`config.mk`:
```
export PLATFORM = sky130hd
export DESIGN_NAME = cache_core_rsp_arbiter_flat
export DESIGN_NICKNAME = d
export VERILOG_FILES = /design/src/rtl/cache_core_rsp_arbiter_if.sv /design/src/rtl/cache_core_rsp_arbiter.sv /design/src/flat_wrapper.sv
export SDC_FILE = /design/constraint.sdc
export NUM_CORES = 1
export LEC_CHECK = 0
export ABC_AREA = 1
export BUFFER_PORTS_ARGS = -buffer_cell sky130_fd_sc_hd__buf_2
export CAP_MARGIN = 20
export CORE_MARGIN = 2
export CORE_UTILIZATION = 25
export DETAILED_ROUTE_END_ITERATION = 12
export GPL_ROUTABILITY_DRIVEN = 0
export PLACE_DENSITY_LB_ADDON = 0.05
export SYNTH_ARGS = -nofsm -noshare
export SYNTH_HDL_FRONTEND = slang
export SYNTH_SLANG_ARGS = --single-unit
```
`constraint.sdc`:
```
create_clock -name clk -period 2.6 [get_ports clk]
set_clock_uncertainty 0.2 [all_clocks]
set_input_delay 0.13 -clock clk [delete_from_list [all_inputs] [get_ports clk]]
set_output_delay 0.13 -clock clk [all_outputs]
set_load 0.01 [all_outputs]
```
`src/rtl/cache_core_rsp_arbiter_if.sv`:
```
// Bank-response / core-response handshake bundle shared by the arbiter and its neighbours.
interface cache_core_rsp_arbiter_if #(
    parameter int NUM_BANKS        = 4,
    parameter int CORE_TAG_ID_BITS = 4
);
    localparam int LW = (NUM_BANKS > 1) ? $clog2(NUM_BANKS) : 1;

    logic [NUM_BANKS-1:0]                  per_bank_rsp_valid;
    logic [NUM_BANKS*CORE_TAG_ID_BITS-1:0] per_bank_rsp_tag_id;
    logic [NUM_BANKS-1:0]                  per_bank_rsp_ready;
    logic                                  sel_valid;
    logic [NUM_BANKS-1:0]                  sel_mask;
    logic [LW-1:0]                         sel_leader;
    logic                                  core_rsp_ready;

    modport slave (
        input  per_bank_rsp_valid, per_bank_rsp_tag_id, core_rsp_ready,
        output per_bank_rsp_ready, sel_valid, sel_mask, sel_leader
    );

    modport master (
        output per_bank_rsp_valid, per_bank_rsp_tag_id, core_rsp_ready,
        input  per_bank_rsp_ready, sel_valid, sel_mask, sel_leader
    );
endinterface

```
`src/rtl/cache_core_rsp_arbiter.sv`:
```
// Round-robin arbiter merging same-tag bank responses onto the single core response port.
// Optional perf counters are built only when CACHE_RSP_ARB_PERF_EN is defined.
module cache_core_rsp_arbiter #(
    parameter int NUM_BANKS        = 4,
    parameter int CORE_TAG_ID_BITS = 4,
    parameter int PRIO_INIT        = 0
) (
    input  logic                       clk,
    input  logic                       reset,
    cache_core_rsp_arbiter_if.slave    bus,
    output logic [31:0]                perf_stall_cycles,
    output logic [31:0]                perf_split_events,
    output logic                       o_dbg_state
);
    localparam int LW = (NUM_BANKS > 1) ? $clog2(NUM_BANKS) : 1;

    // Handshake: a bank holds valid/tag until its ready pulses; a grant (sel_valid)
    // fires on core_rsp_ready, and ready to the granted banks is that same pulse.
    typedef enum logic {S_IDLE = 1'b0, S_GRANT = 1'b1} state_t;

    state_t                      r_state, w_state_nx;
    logic [NUM_BANKS-1:0]        r_mask, w_cand, w_mask;
    logic [LW-1:0]               r_leader, w_prio, w_prio_nx, w_ptr, w_lead, w_idx;
    logic [CORE_TAG_ID_BITS-1:0] w_lead_tag;
    logic                        w_found, w_fire, w_load, w_clear;

    assign w_fire    = (r_state == S_GRANT) && bus.core_rsp_ready;
    assign w_prio_nx = LW'((int'(r_leader) + 1) % NUM_BANKS);

    generate
        if (NUM_BANKS == 1) begin : g_single
            assign w_prio = '0;
        end else begin : g_multi
            logic [LW-1:0] r_prio;
            always_ff @(posedge clk) begin
                if (!reset)      r_prio <= LW'(PRIO_INIT);
                else if (w_fire) r_prio <= w_prio_nx;
            end
            assign w_prio = r_prio;
        end
    endgenerate

    // Re-arbitration on fire already uses the rotated pointer and skips the banks just served.
    assign w_ptr  = (r_state == S_GRANT) ? w_prio_nx : w_prio;
    assign w_cand = (r_state == S_GRANT) ? (bus.per_bank_rsp_valid & ~r_mask)
                                         : bus.per_bank_rsp_valid;

    always_comb begin
        w_found    = 1'b0;
        w_lead     = '0;
        w_idx      = '0;
        w_mask     = '0;
        for (int k = 0; k < NUM_BANKS; k++) begin
            w_idx = LW'((int'(w_ptr) + k) % NUM_BANKS);
            if (!w_found && w_cand[w_idx]) begin
                w_found = 1'b1;
                w_lead  = w_idx;
            end
        end
        w_lead_tag = bus.per_bank_rsp_tag_id[w_lead*CORE_TAG_ID_BITS +: CORE_TAG_ID_BITS];
        for (int i = 0; i < NUM_BANKS; i++) begin
            w_mask[i] = w_cand[i] &&
                (bus.per_bank_rsp_tag_id[i*CORE_TAG_ID_BITS +: CORE_TAG_ID_BITS] == w_lead_tag);
        end
    end

    always_comb begin
        w_state_nx = r_state;
        w_load     = 1'b0;
        w_clear    = 1'b0;
        case (r_state)
            S_IDLE: begin
                if (w_found) begin
                    w_load     = 1'b1;
                    w_state_nx = S_GRANT;
                end
            end
            S_GRANT: begin
                if (bus.core_rsp_ready) begin
                    if (w_found) begin
                        w_load = 1'b1;
                    end else begin
                        w_clear    = 1'b1;
                        w_state_nx = S_IDLE;
                    end
                end
            end
            default: w_state_nx = S_IDLE;
        endcase
    end

    always_ff @(posedge clk) begin
        if (!reset) begin
            r_state  <= S_IDLE;
            r_mask   <= '0;
            r_leader <= '0;
        end else begin
            r_state <= w_state_nx;
            if (w_load) begin
                r_mask   <= w_mask;
                r_leader <= w_lead;
            end else if (w_clear) begin
                r_mask <= '0;
            end
        end
    end

    assign bus.sel_valid          = (r_state == S_GRANT);
    assign bus.sel_mask           = r_mask;
    assign bus.sel_leader         = r_leader;
    assign bus.per_bank_rsp_ready = r_mask & {NUM_BANKS{bus.core_rsp_ready && (r_state == S_GRANT)}};
    assign o_dbg_state            = r_state;

`ifdef CACHE_RSP_ARB_PERF_EN
    logic [31:0] r_stall_cnt, r_split_cnt;
    always_ff @(posedge clk) begin
        if (!reset) begin
            r_stall_cnt <= '0;
            r_split_cnt <= '0;
        end else begin
            if ((r_state == S_GRANT) && !bus.core_rsp_ready) r_stall_cnt <= r_stall_cnt + 32'd1;
            if (w_load && (|(w_cand & ~w_mask)))              r_split_cnt <= r_split_cnt + 32'd1;
        end
    end
    assign perf_stall_cycles = r_stall_cnt;
    assign perf_split_events = r_split_cnt;
`else
    assign perf_stall_cycles = 32'd0;
    assign perf_split_events = 32'd0;
`endif

    a_granted_hold: assert property (@(posedge clk) disable iff (!reset)
        (r_state == S_GRANT) |-> ((bus.per_bank_rsp_valid & r_mask) == r_mask));

endmodule

```
`src/flat_wrapper.sv`:
```
// flat-port wrapper written by rule: the top's interface ports become plain ports
module cache_core_rsp_arbiter_flat 
#(
    parameter int NUM_BANKS        = 4,
    parameter int CORE_TAG_ID_BITS = 4,
    parameter int PRIO_INIT        = 0
)
  (clk, reset, perf_stall_cycles, perf_split_events, o_dbg_state, bus_per_bank_rsp_valid, bus_per_bank_rsp_tag_id, bus_core_rsp_ready, bus_per_bank_rsp_ready, bus_sel_valid, bus_sel_mask, bus_sel_leader);
  cache_core_rsp_arbiter_if #(.NUM_BANKS(NUM_BANKS), .CORE_TAG_ID_BITS(CORE_TAG_ID_BITS)) bus_i ();
  input  logic clk;
  input  logic reset;
  output logic [31:0] perf_stall_cycles;
  output logic [31:0] perf_split_events;
  output logic o_dbg_state;
  input wire logic [$bits(bus_i.per_bank_rsp_valid)-1:0] bus_per_bank_rsp_valid;
  input wire logic [$bits(bus_i.per_bank_rsp_tag_id)-1:0] bus_per_bank_rsp_tag_id;
  input wire logic [$bits(bus_i.core_rsp_ready)-1:0] bus_core_rsp_ready;
  output wire logic [$bits(bus_i.per_bank_rsp_ready)-1:0] bus_per_bank_rsp_ready;
  output wire logic [$bits(bus_i.sel_valid)-1:0] bus_sel_valid;
  output wire logic [$bits(bus_i.sel_mask)-1:0] bus_sel_mask;
  output wire logic [$bits(bus_i.sel_leader)-1:0] bus_sel_leader;
  assign bus_i.per_bank_rsp_valid = bus_per_bank_rsp_valid;
  assign bus_i.per_bank_rsp_tag_id = bus_per_bank_rsp_tag_id;
  assign bus_i.core_rsp_ready = bus_core_rsp_ready;
  assign bus_per_bank_rsp_ready = bus_i.per_bank_rsp_ready;
  assign bus_sel_valid = bus_i.sel_valid;
  assign bus_sel_mask = bus_i.sel_mask;
  assign bus_sel_leader = bus_i.sel_leader;
  cache_core_rsp_arbiter #(.NUM_BANKS(NUM_BANKS), .CORE_TAG_ID_BITS(CORE_TAG_ID_BITS), .PRIO_INIT(PRIO_INIT)) u_core (.clk(clk), .reset(reset), .bus(bus_i), .perf_stall_cycles(perf_stall_cycles), .perf_split_events(perf_split_events), .o_dbg_state(o_dbg_state));
endmodule
```
* Word-level counts from Yosys, hierarchy flattened
Index checks and enable logic that the tools add are counted.
Cells by class: add/subtract/negate cells 4, magnitude comparators 4, eq/ne operators 4, shift-type cells 1, multiplexer cells 28, bitwise gates (word level) 4, reductions and logical operators 12
Operators with widths (count):
- $eq A4 B4 Y1 | 4
- $shiftx A16 B5 Y4 | 1
- $mux W1 | 14
- $lt A2 B3 Y1 const B | 4
- $mux W4 | 3
- $mux W2 | 5
- $and A4 B4 Y4 | 2
- $bmux W1 S2 | 4
- $logic_and A1 B1 Y1 | 8
- $add A2 B1 Y2 const B | 2
- $add A2 B2 Y2 const B | 2
- $not A4 Y4 | 1
- $pmux W1 S2 | 2
- $logic_not A1 Y1 | 3
- $reduce_bool A2 Y1 | 1
- $not A1 Y1 | 1
Word-level totals: register bits after elaboration 9, input port bits 23, output and inout bits 76, word-level logic and storage cells 61

* Longest topological paths before layout
Gate-level depths: netlist of run 1.
depth after elaboration 20, gate-level depth with buffers 21, mapped depth without buffers 19

* Least setup slack after synthesis of run 1
OpenSTA, ideal clock, no wires.
path kind reg2reg, start reg u_core.r_state, in the netlist u_core.bus.sel_valid, end reg u_core.r_mask[1], in the netlist u_core.bus.sel_mask[1], setup time 0.070 ns, data arrival time 2.125 ns, data required time 2.330 ns, slack 0.205 ns, stages on the path, launching flop included 18, path buffers 2, clock period less this slack 2.395 ns, cell sequence dfxtp_1 -> buf_6 -> nand2_1 -> nand2_1 -> inv_1 -> nand2_1 -> nand2_1 -> nand2_1 -> nand2_2 -> nor2_2 -> nand3_2 -> buf_4 -> nand4_1 -> nand3_1 -> nand2_2 -> xor2_1 -> nand3_1 -> a21oi_1
Between the ends: longest elaborated chain between the ends 17, elaborated cells between the ends (all ways) 39, classes of those cells add/sub: 3; eq/ne: 1; shift: 1; mux: 25; bitwise: 1; reduce/logical: 8
Ends and longest elaborated chain:
- start, declared | line cache_core_rsp_arbiter.sv:21 | state_t r_state, w_state_nx;
- start signal, assigned | line cache_core_rsp_arbiter.sv:98 | r_state <= w_state_nx;
- parallel branches: the longest is 17 deep, another holds $add A2 B1 Y2
- end signal, assigned | line cache_core_rsp_arbiter.sv:100 | r_mask <= w_mask;
- end, declared | line cache_core_rsp_arbiter.sv:22 | logic [NUM_BANKS-1:0] r_mask, w_cand, w_mask;
Several ways; the timed one is not identified. The select of a mux whose other input is x is not followed. A chain may end at the register's enable or synchronous reset.

* Final worst setup path of run 1
start reg u_core.r_state, in the netlist u_core.bus.sel_valid, end reg u_core.r_mask[2], in the netlist u_core.bus.sel_mask[2]
The elaborated chain is that of the path after synthesis.

==> impl_metrics.sql, run 1 <==
INSERT INTO impl_metrics (metric_group, metric, value, unit) VALUES
('outcome', 'run_status', 'finished, violations left', ''),
('outcome', 'violations', 'setup timing', ''),
('cells_and_area', 'num-nets-final', '419', ''),
('min_path', 'hold_class', 'in -> reg', ''),
('timing', 'timing.final.setup_violations', '1', ''),
('clock_tree', 'tritoncts', 'built', ''),
('routing', 'drt-met1-wl', '2440', 'um'),
('timing', 'clock.fmax', '384', 'MHz'),
('cells_and_area', 'sequential_cell_area', '183', 'um^2'),
('pwr', 'p_clk_share', '4.9', '%'),
('routing', 'post_route_ant_nets', '0', ''),
('clock_tree', 'cts-root-buf', 'clkbuf_8', ''),
('timing', 'final_slew_violations', '0', ''),
('cells_and_area', 'share_of_layout_cells_above_drive_strength_1', '41.8', '%'),
('worst_setup_path', 'setup.reg_to_reg.worst_slack', '-0.005', 'ns'),
('floorplan', 'design.core.area', '7250', 'um^2'),
('routing', 'wirelength', '5540', 'um'),
('synth', 'synth_area_per_cell', '5.99', 'um^2'),
('grt', 'gr-total-overflow', '0', ''),
('floorplan', 'row_count', '31', ''),
('floorplan', 'initial_core_util', '25.8', '%'),
('worst_setup_path', 'regToRegEndpoint', 'u_core.bus.sel_mask[2]', ''),
('pwr', 'total_leakage_power', '0.00145', 'uW'),
('clock_tree', 'clk_pin_slew', '0.05', 'ns'),
('timing', 'final.setup.tns', '-0.00515', 'ns'),
('routing', 'remaining_drc_errors', '0', ''),
('timing', 'finalWorstPathRequiredPeriod', '2.61', 'ns'),
('synth', 'proportion_of_synthesized_chip_area_in_sequential_cells', '9.65', '%'),
('routing', 'dr_wl_met2', '2880', 'um'),
('job', 'maxCapViolations', '0', ''),
('place', 'place_worst_setup_slack', '-0.170', 'ns'),
('cells_and_area', 'final_cell_mix', 'conb_1, nand2_1, buf_4, buf_2, nand2_2', ''),
('timing', 'period_share', '100', '%'),
('routing', 'detail_route.iter0.violations', '25', ''),
('cells_and_area', 'synthToLayoutAreaGrowth', '42.7', '%'),
('cells_and_area', 'fillCellCount', '828', ''),
('cells_and_area', 'mostFrequentLayoutCell', 'conb_1', ''),
('cells_and_area', 'layoutNonFillerInstCount', '494', ''),
('floorplan', 'chipWidth', '90.4', 'um'),
('cells_and_area', 'antenna_cells_inserted', '0', ''),
('worst_setup_path', 'timing.critical_path.arrival', '2.57', 'ns'),
('place', 'dp.final_hpwl', '4250', 'um'),
('cells_and_area', 'post-route-util', '36.7', '%'),
('worst_setup_path', 'reg2reg_from', 'u_core.bus.sel_valid', ''),
('place', 'placed_cells', '472', ''),
('synth', 'ys_ff_latch', '9', ''),
('routing', 'route.top_layer_used', 'met4', ''),
('worst_setup_path', 'critPathLaunch', 'u_core.bus.sel_valid', ''),
('worst_setup_path', 'worstSetupEndpoint', 'u_core.bus.sel_mask[2]', ''),
('worst_setup_path', 'endpoint_kind', 'flop', ''),
('place', 'numPortBuffers', '34', ''),
('clock_tree', 'cts_htree_levels', '1', ''),
('synth', 'yosys_warnings', '0', ''),
('synth', 'synth_cells', '312', ''),
('grt', 'vias_in_the_first_global_route', '1829', ''),
('pwr', 'power_frac_seq', '6.3', '%'),
('synth', 'fraction_of_registers_with_async_set_reset', '0', '%'),
('routing', 'wl_met3', '168', 'um'),
('timing', 'setup_ws', '-0.00515', 'ns'),
('cells_and_area', 'multi_input_area', '1570', 'um^2'),
('pwr', 'power.switching_fraction', '54.3', '%'),
('clock_tree', 'cts.sinks', '9', ''),
('worst_setup_path', 'worstPathRequired', '2.56', 'ns'),
('routing', 'routed_wire_length_per_instance', '11.2', 'um'),
('synth', 'synth.cell_area', '1870', 'um^2'),
('clock_tree', 'tritoncts_buffers', '3', ''),
('pwr', 'cell_internal_pwr', '1500', 'uW'),
('timing', 'fin_worst_hold_slack', '0.0745', 'ns'),
('timing', 'finalHoldViolCount', '0', ''),
('floorplan', 'vert_die_dim', '90.4', 'um'),
('grt', 'grt_first_pass_wirelength', '8260', 'um');
[per-stage QoR]
step | total power (uW) | cell area (um^2)
after floorplan | 1700 | 2100
after global placement | 2250 | 2120
after detailed placement | 2230 | 2120
after CTS | 2590 | 2290
after global routing | 3570 | 2670
final | 3290 | 2670
[power by group through the flow]
stage	Clock (uW)	Combinational, uW	Sequential, uW
4_1_cts	166	2220	207
6_report	161	2920	207
2_1_floorplan	0	1480	223
3_5_place_dp	0	2020	206
5_1_grt	173	3190	211
3_3_place_gp	0	2050	206
[per-layer routing]
| metal | up-vias | track usage [%] |
|---|---|---|
| li1 | 1038 | - |
| met3 | 4 | 1.59 |
| met1 | 935 | 15.5 |
| met2 | 57 | 21.7 |
| met4 | 0 | 3.08 |
| met5 | - | 0 |
[kinds of logic (layout without fill, tap and decap cells)]
group / count (synthesis) / after routing / share of synthesized area, %
xor+xnor: 4 / 4 / 1.88
compound gates: 15 / 15 / 6.16
flops: 9 / 9 / 9.64
other cells: 1 / 64 / 0.201
buf+inv: 100 / 119 / 34.4
simple gates: 183 / 184 / 47.7
[what timing repair did]
item | CTS | global route
gates cloned | 0 | 2
setup buffers | 5 | 10
resized for setup | 17 | 62
hold endpoints to repair | 2 | 0
endpoints found under the setup margin | 4 | 4
hold buffers | 1 | 0
pin swaps | 11 | 29
[state kept, by name, indices dropped and copies added, names as in the netlist]
signal and flops:
u_core.bus.sel_leader 2, u_core.bus.sel_valid 1, u_core.bus.sel_mask 4, u_core.g_multi.r_prio 2
[layout make-up]
cell class,instances,area share [%]
Timing Repair Buffer,85,23.7
Clock buffer,4,1.69
Multi-Input combinational cell,267,58.8
Tap cell,99,4.65
Sequential cell,9,6.85
Inverter,30,4.32
[worst min-delay path by stage]
stage | endpoint | from | cells past startpoint
6_report | u_core.bus.sel_valid | bus_core_rsp_ready | 4
5_1_grt | u_core.g_multi.r_prio[1] | bus_core_rsp_ready | 4
4_1_cts | u_core.bus.sel_valid | bus_core_rsp_ready | 4
3_5_place_dp | u_core.g_multi.r_prio[1] | reset | 3
3_3_place_gp | u_core.g_multi.r_prio[1] | reset | 3
2_1_floorplan | u_core.g_multi.r_prio[1] | reset | 2
[synth_stat cells, types with 3 or more instances]
library cell	count	area, um^2
nand2_1	84	315
buf_4	67	503
nand3_1	38	190
inv_1	27	101
nor2_1	21	78.8
nand2_2	15	93.8
nand4_1	11	68.8
dfxtp_1	9	180
nand3_2	9	90.1
a21oi_1	7	35.0
xor2_1	4	35.0
inv_2	3	11.3
[worst max-delay path: stages (launching register included)]
cell and delay [ns]:
dfxtp_2 0.32, buf_6 0.13, o21ai_4 0.27, nand2_1 0.12
nand2_2 0.10, nand2_2 0.08, nand2_4 0.09, inv_4 0.06
nand3_1 0.09, nand2_2 0.07, a21oi_4 0.24, buf_4 0.16
nand3_2 0.10, nand2_4 0.11, xor2_1 0.15, nand3_1 0.10
a21oi_1 0.14
No activity file was read; power rests on OpenSTA's default activity.
==> run 2: changes to the inputs <==
--- a/config.mk
+++ b/config.mk
@@ -13,6 +13,7 @@
 export DETAILED_ROUTE_END_ITERATION = 12
 export GPL_ROUTABILITY_DRIVEN = 0
 export PLACE_DENSITY_LB_ADDON = 0.05
+export SETUP_SLACK_MARGIN = 0.2
 export SYNTH_ARGS = -nofsm -noshare
 export SYNTH_HDL_FRONTEND = slang
 export SYNTH_SLANG_ARGS = --single-unit
==> impl_metrics.sql, run 2 (synthesis gave the netlist of run 1 again) <==
INSERT INTO impl_metrics (metric_group, metric, value, unit) VALUES
('clock_tree', 'tritoncts_buffers', '3', ''),
('clock_tree', 'clockBufferDepth', '2', ''),
('worst_setup_path', 'worstPathRequired', '2.57', 'ns'),
('job', 'maxCapViolations', '0', ''),
('outcome', 'violations', 'setup timing', ''),
('floorplan', 'row_count', '31', ''),
('routing', 'routed_wire_length_per_instance', '11.3', 'um'),
('floorplan', 'initial_core_util', '25.8', '%'),
('cells_and_area', 'synthToLayoutAreaGrowth', '45.6', '%'),
('worst_setup_path', 'path_cells', 'buf_6 > o21ai_4 > nand2_1 > nand2_2 > nand2_2 > nand2_4 > nand3_4 > nand2_2 > nand2_4 > buf_8 > nand4_1 > nand3_4 > nand3_1 > nand2_2 > nor2_4 > nand3_2 > a21oi_2', ''),
('routing', 'wirelength', '5590', 'um'),
('place', 'dp.final_hpwl', '4250', 'um'),
('clock_tree', 'cts-root-buf', 'clkbuf_8', ''),
('grt', 'vias_in_the_first_global_route', '1831', ''),
('worst_setup_path', 'delay_heaviest_family_cp', 'simple AND/OR/NAND/NOR gates', ''),
('worst_setup_path', 'endpoint_kind', 'flop', ''),
('place', 'place_worst_setup_slack', '-0.170', 'ns'),
('cells_and_area', 'final_cell_mix', 'conb_1, nand2_1, buf_4, buf_2, nand2_2', ''),
('floorplan', 'fp.dieArea', '8180', 'um^2'),
('worst_setup_path', 'critPathBufInv', '2', ''),
('grt', 'gr-total-overflow', '0', ''),
('timing', 'setup_repair_after_global_routing_missed_its_margin', 'true', ''),
('grt', 'grt_first_pass_wirelength', '8360', 'um'),
('timing', 'clock.fmax', '383', 'MHz'),
('timing', 'period_share', '100', '%'),
('floorplan', 'design.core.area', '7250', 'um^2'),
('clock_tree', 'clock_latency_on_the_worst_skew_pair', '0.23', 'ns'),
('cells_and_area', 'layoutNonFillerInstCount', '494', ''),
('cells_and_area', 'num-nets-final', '419', ''),
('clock_tree', 'cts.sinks', '9', ''),
('worst_setup_path', 'critical_path.startpoint_type', 'flop', ''),
('worst_setup_path', 'worst-setup-path-type', 'reg -> reg', ''),
('routing', 'drtPass1Iterations', '4', ''),
('clock_tree', 'clk_pin_slew', '0.05', 'ns'),
('routing', 'via_density', '4.10', ''),
('timing', 'fin_worst_hold_slack', '0.0727', 'ns'),
('place', 'placed_cells', '472', ''),
('routing', 'remaining_drc_errors', '0', ''),
('floorplan', 'vert_die_dim', '90.4', 'um'),
('worst_setup_path', 'timing.critical_path.arrival', '2.58', 'ns'),
('routing', 'post_route_ant_nets', '0', ''),
('clock_tree', 'cts_htree_levels', '1', ''),
('place', 'numPortBuffers', '34', ''),
('outcome', 'run_status', 'finished, violations left', ''),
('worst_setup_path', 'most_repeated_library_cell_on_the_critical_path', 'nand2_2', ''),
('pwr', 'total_leakage_power', '0.00149', 'uW'),
('routing', 'detail_route.iter0.violations', '45', ''),
('cells_and_area', 'largest_register_ffs', '4', ''),
('routing', 'dr_total_vias', '2024', ''),
('timing', 'final.setup.tns', '-0.0222', 'ns'),
('worst_setup_path', 'cp_slowest_cell', 'dfxtp_2', ''),
('cells_and_area', 'fillCellCount', '825', ''),
('timing', 'final_slew_violations', '0', ''),
('worst_setup_path', 'slowest_delay', '0.32', 'ns'),
('grt', 'antenna_found_initial', '0', ''),
('grt', 'global_route.usage.total', '12.3', '%'),
('cells_and_area', 'antenna_cells_inserted', '0', ''),
('grt', 'largest_net_degree_at_the_start_of_global_routing', '13', ''),
('timing', 'timing.final.setup_violations', '3', ''),
('floorplan', 'chipWidth', '90.4', 'um'),
('timing', 'finalWorstPathRequiredPeriod', '2.61', 'ns'),
('floorplan', 'io_pins', '99', ''),
('worst_setup_path', 'maximum_net_fanout_on_the_critical_path', '8', ''),
('cells_and_area', 'share_of_layout_cells_above_drive_strength_1', '44.6', '%'),
('clock_tree', 'tritoncts', 'built', ''),
('timing', 'setup_ws', '-0.0118', 'ns'),
('pwr', 'power_per_cell_area', '1200', 'nW/um^2'),
('pwr', 'power.ir.vdd_worst', '436', 'uV'),
('cells_and_area', 'mostFrequentLayoutCell', 'conb_1', ''),
('min_path', 'hold_class', 'in -> reg', ''),
('timing', 'finalHoldViolCount', '0', '');
## run 2: worst paths after layout
path | startpoint | end | slack (ns) | cells past startpoint
setup reg to reg | u_core.bus.sel_valid | u_core.bus.sel_mask[3] | -0.01 | 17
setup / recovery | u_core.bus.sel_valid | u_core.bus.sel_mask[3] | -0.01 | 17
hold reg to reg | u_core.g_multi.r_prio[0] | u_core.g_multi.r_prio[0] | 0.37 | 2
hold / removal | bus_core_rsp_ready | u_core.bus.sel_valid | 0.07 | 4
## run 2: metrics by stage
step                      utilization, %  area [um^2]  total power (uW)
final                               37.5         2720              3270
after global routing                37.5         2720              3560
after CTS                           32.7         2370              2720
after detailed placement            29.3         2120              2230
after global placement              29.3         2120              2250
after floorplan                        -         2100              1700
## run 2: routing by layer
| layer | track usage, % | part of all wire (%) |
|---|---|---|
| met4 | 2.18 | 0.64 |
| met2 | 22.5 | 51 |
| met5 | 0 | 0 |
| met1 | 15.5 | 44 |
| met3 | 1.59 | 4.0 |
## run 2: power by group
group | total (uW) | internal [uW] | switching (uW)
Combinational | 2900 | 1200 | 1700
Sequential | 209 | 174 | 35.0
Clock | 162 | 107 | 54.9
## run 2: worst reg2reg max path, cell delays in order, from the launching register on
cell and delay [ns]:
dfxtp_2 0.32, buf_6 0.13, o21ai_4 0.26, nand2_1 0.11
nand2_2 0.10, nand2_2 0.07, nand2_4 0.12, nand3_4 0.10
nand2_2 0.08, nand2_4 0.10, buf_8 0.15, nand4_1 0.15
nand3_4 0.12, nand3_1 0.12, nand2_2 0.07, nor2_4 0.12
nand3_2 0.09, a21oi_2 0.13
## run 2: cell type report
class / instances / area [um^2] / share of cell area, %
tap: 99 / 124 / 4.55
clock buffer: 4 / 45.0 / 1.66
timing repair buffer: 85 / 636 / 23.4
sequential: 9 / 183 / 6.72
inverter: 30 / 115 / 4.23
multi-input combinational: 267 / 1620 / 59.5
## run 2: timing repair
item | 4_1_cts | 5_1_grt
hold buffers | 1 | 0
setup endpoints to repair | 6 | 6
gates resized for setup | 38 | 56
setup buffers | 5 | 9
endpoints found under the hold margin | 2 | 0
pin swaps | 20 | 26
gates cloned | 0 | 3
==> run 3: changes to the inputs <==
--- a/config.mk
+++ b/config.mk
@@ -6,10 +6,11 @@
 export NUM_CORES = 1
 export LEC_CHECK = 0
 export ABC_AREA = 1
-export BUFFER_PORTS_ARGS = -buffer_cell sky130_fd_sc_hd__buf_2
+export BUFFER_PORTS_ARGS = -buffer_cell sky130_fd_sc_hd__buf_4
 export CAP_MARGIN = 20
 export CORE_MARGIN = 2
 export CORE_UTILIZATION = 25
+export CTS_BUF_LIST = sky130_fd_sc_hd__clkbuf_4 sky130_fd_sc_hd__clkbuf_8 sky130_fd_sc_hd__clkbuf_16
 export DETAILED_ROUTE_END_ITERATION = 12
 export GPL_ROUTABILITY_DRIVEN = 0
 export PLACE_DENSITY_LB_ADDON = 0.05
==> impl_metrics.sql, run 3 (synthesis gave the netlist of run 1 again) <==
INSERT INTO impl_metrics (metric_group, metric, value, unit) VALUES
('outcome', 'run_status', 'complete, no violations', ''),
('clock_tree', 'cts.sinks', '9', ''),
('clock_tree', 'tritoncts', 'built', ''),
('routing', 'wirelength', '5600', 'um'),
('cells_and_area', 'final_cell_mix', 'buf_4, conb_1, nand2_1, nand2_2, inv_1', ''),
('floorplan', 'row_count', '31', ''),
('floorplan', 'initial_core_util', '25.8', '%'),
('grt', 'antenna_found_initial', '0', ''),
('routing', 'detail_route.iter0.violations', '32', ''),
('worst_setup_path', 'timing.critical_path.arrival', '2.55', 'ns'),
('floorplan', 'chipWidth', '90.4', 'um'),
('routing', 'post_route_ant_nets', '0', ''),
('timing', 'final_slew_violations', '0', ''),
('place', 'dp.final_hpwl', '4230', 'um'),
('timing', 'clock.fmax', '387', 'MHz'),
('pwr', 'power_per_cell_area', '1190', 'nW/um^2'),
('timing', 'setup_ws', '0.0186', 'ns'),
('cells_and_area', 'largest_register_ffs', '4', ''),
('grt', 'grt_first_pass_wirelength', '8870', 'um'),
('worst_setup_path', 'path_cells', 'buf_6 > o21ai_4 > buf_6 > nand3_4 > nand2_4 > nand2_4 > nand2_4 > nand4_4 > a21oi_4 > buf_6 > nand3_4 > nand3_1 > nand2_1 > nor2_2 > nand3_1 > a21oi_1', ''),
('routing', 'drtPass1Iterations', '4', ''),
('worst_setup_path', 'endpoint_kind', 'flop', ''),
('grt', 'vias_in_the_first_global_route', '1892', ''),
('clock_tree', 'clock_latency_on_the_worst_skew_pair', '0.23', 'ns'),
('place', 'numPortBuffers', '34', ''),
('routing', 'via_density', '4.11', ''),
('routing', 'dr_total_vias', '2012', ''),
('routing', 'remaining_drc_errors', '0', ''),
('clock_tree', 'clk_pin_slew', '0.05', 'ns'),
('min_path', 'hold_class', 'in -> reg', ''),
('worst_setup_path', 'cp_slowest_cell', 'dfxtp_4', ''),
('place', 'place_worst_setup_slack', '-0.169', 'ns'),
('timing', 'finalWorstPathRequiredPeriod', '2.58', 'ns'),
('job', 'maxCapViolations', '0', ''),
('cells_and_area', 'fillCellCount', '833', ''),
('pwr', 'total_leakage_power', '0.00145', 'uW'),
('cells_and_area', 'antenna_cells_inserted', '0', ''),
('clock_tree', 'clockBufferDepth', '2', ''),
('clock_tree', 'cts_htree_levels', '1', ''),
('timing', 'finalHoldViolCount', '0', ''),
('timing', 'timing.final.setup_violations', '0', ''),
('worst_setup_path', 'worst-setup-path-type', 'reg -> reg', ''),
('worst_setup_path', 'worstPathRequired', '2.57', 'ns'),
('timing', 'period_share', '99.3', '%'),
('clock_tree', 'tritoncts_buffers', '3', ''),
('grt', 'global_route.usage.total', '13.3', '%'),
('pwr', 'power.ir.vdd_worst', '401', 'uV'),
('timing', 'setup_repair_after_global_routing_missed_its_margin', 'true', ''),
('cells_and_area', 'num-nets-final', '414', ''),
('floorplan', 'io_pins', '99', ''),
('grt', 'gr-total-overflow', '0', ''),
('routing', 'routed_wire_length_per_instance', '11.4', 'um'),
('worst_setup_path', 'maximum_net_fanout_on_the_critical_path', '6', ''),
('worst_setup_path', 'critical_path.startpoint_type', 'flop', ''),
('timing', 'fin_worst_hold_slack', '0.0520', 'ns'),
('floorplan', 'design.core.area', '7250', 'um^2'),
('grt', 'largest_net_degree_at_the_start_of_global_routing', '12', ''),
('floorplan', 'vert_die_dim', '90.4', 'um'),
('cells_and_area', 'post-route-util', '37.0', '%'),
('clock_tree', 'cts-root-buf', 'clkbuf_8', ''),
('worst_setup_path', 'slowest_delay', '0.35', 'ns'),
('cells_and_area', 'synthToLayoutAreaGrowth', '43.7', '%'),
('cells_and_area', 'share_of_layout_cells_above_drive_strength_1', '42.6', '%'),
('cells_and_area', 'mostFrequentLayoutCell', 'buf_4', ''),
('floorplan', 'fp.dieArea', '8180', 'um^2');
[run 3: report_power, final]
group | leakage [uW] | internal, uW | switching (uW)
Combinational | 0.00135 | 1150 | 1650
Clock | 0.0000262 | 117 | 56.0
Sequential | 0.0000745 | 174 | 33.9
[run 3: through the flow]
| step | cells | setup TNS (ns) | instance area (um^2) | total power (uW) |
|---|---|---|---|---|
| final | 489 | 0 | 2690 | 3190 |
| after global routing | 489 | -0.722 | 2690 | 3480 |
| after CTS | 485 | 0 | 2580 | 3030 |
| after detailed placement | 470 | -0.509 | 2190 | 2220 |
| after global placement | 470 | -0.484 | 2190 | 2250 |
| after floorplan | 375 | 0 | 2100 | 1700 |
[run 3: layout make-up]
cell class,instances,area (um^2),area share (%)
Tap cell,99,124,4.61
Timing Repair Buffer,80,657,24.5
Inverter,30,115,4.29
Clock buffer,4,48.8,1.82
Multi-Input combinational cell,267,1560,57.9
Sequential cell,9,185,6.90
[run 3: routing by layer]
layer	global-route usage (%)	wire length (um)
met1	16.4	2380
met2	24.3	2990
met3	1.84	203
met4	3.08	24
met5	0	0
[run 3: critical path, delay by kind of cell (launching register included)]
family          cells  cell delay (ns)
compound gates      3             0.59
buf+inv             3             0.43
flops               1             0.35
simple gates       10             0.94
[run 3: path summary, 6_finish.rpt]
kind	startpoint	endpoint	slack (ns)	depth (start not counted)
max	u_core.bus.sel_valid	u_core.bus.sel_mask[3]	0.02	16
min	bus_core_rsp_ready	u_core.bus.sel_valid	0.05	4
min reg2reg	u_core.bus.sel_mask[0]	u_core.bus.sel_mask[0]	0.31	2
max reg2reg	u_core.bus.sel_valid	u_core.bus.sel_mask[3]	0.02	16
[run 3: what timing repair did]
item	CTS	global route
setup endpoints to repair	4	6
hold endpoints to repair	2	0
resized for setup	60	20
gates cloned	2	1
hold buffers	1	0
pin swaps	19	19
setup buffers	8	3
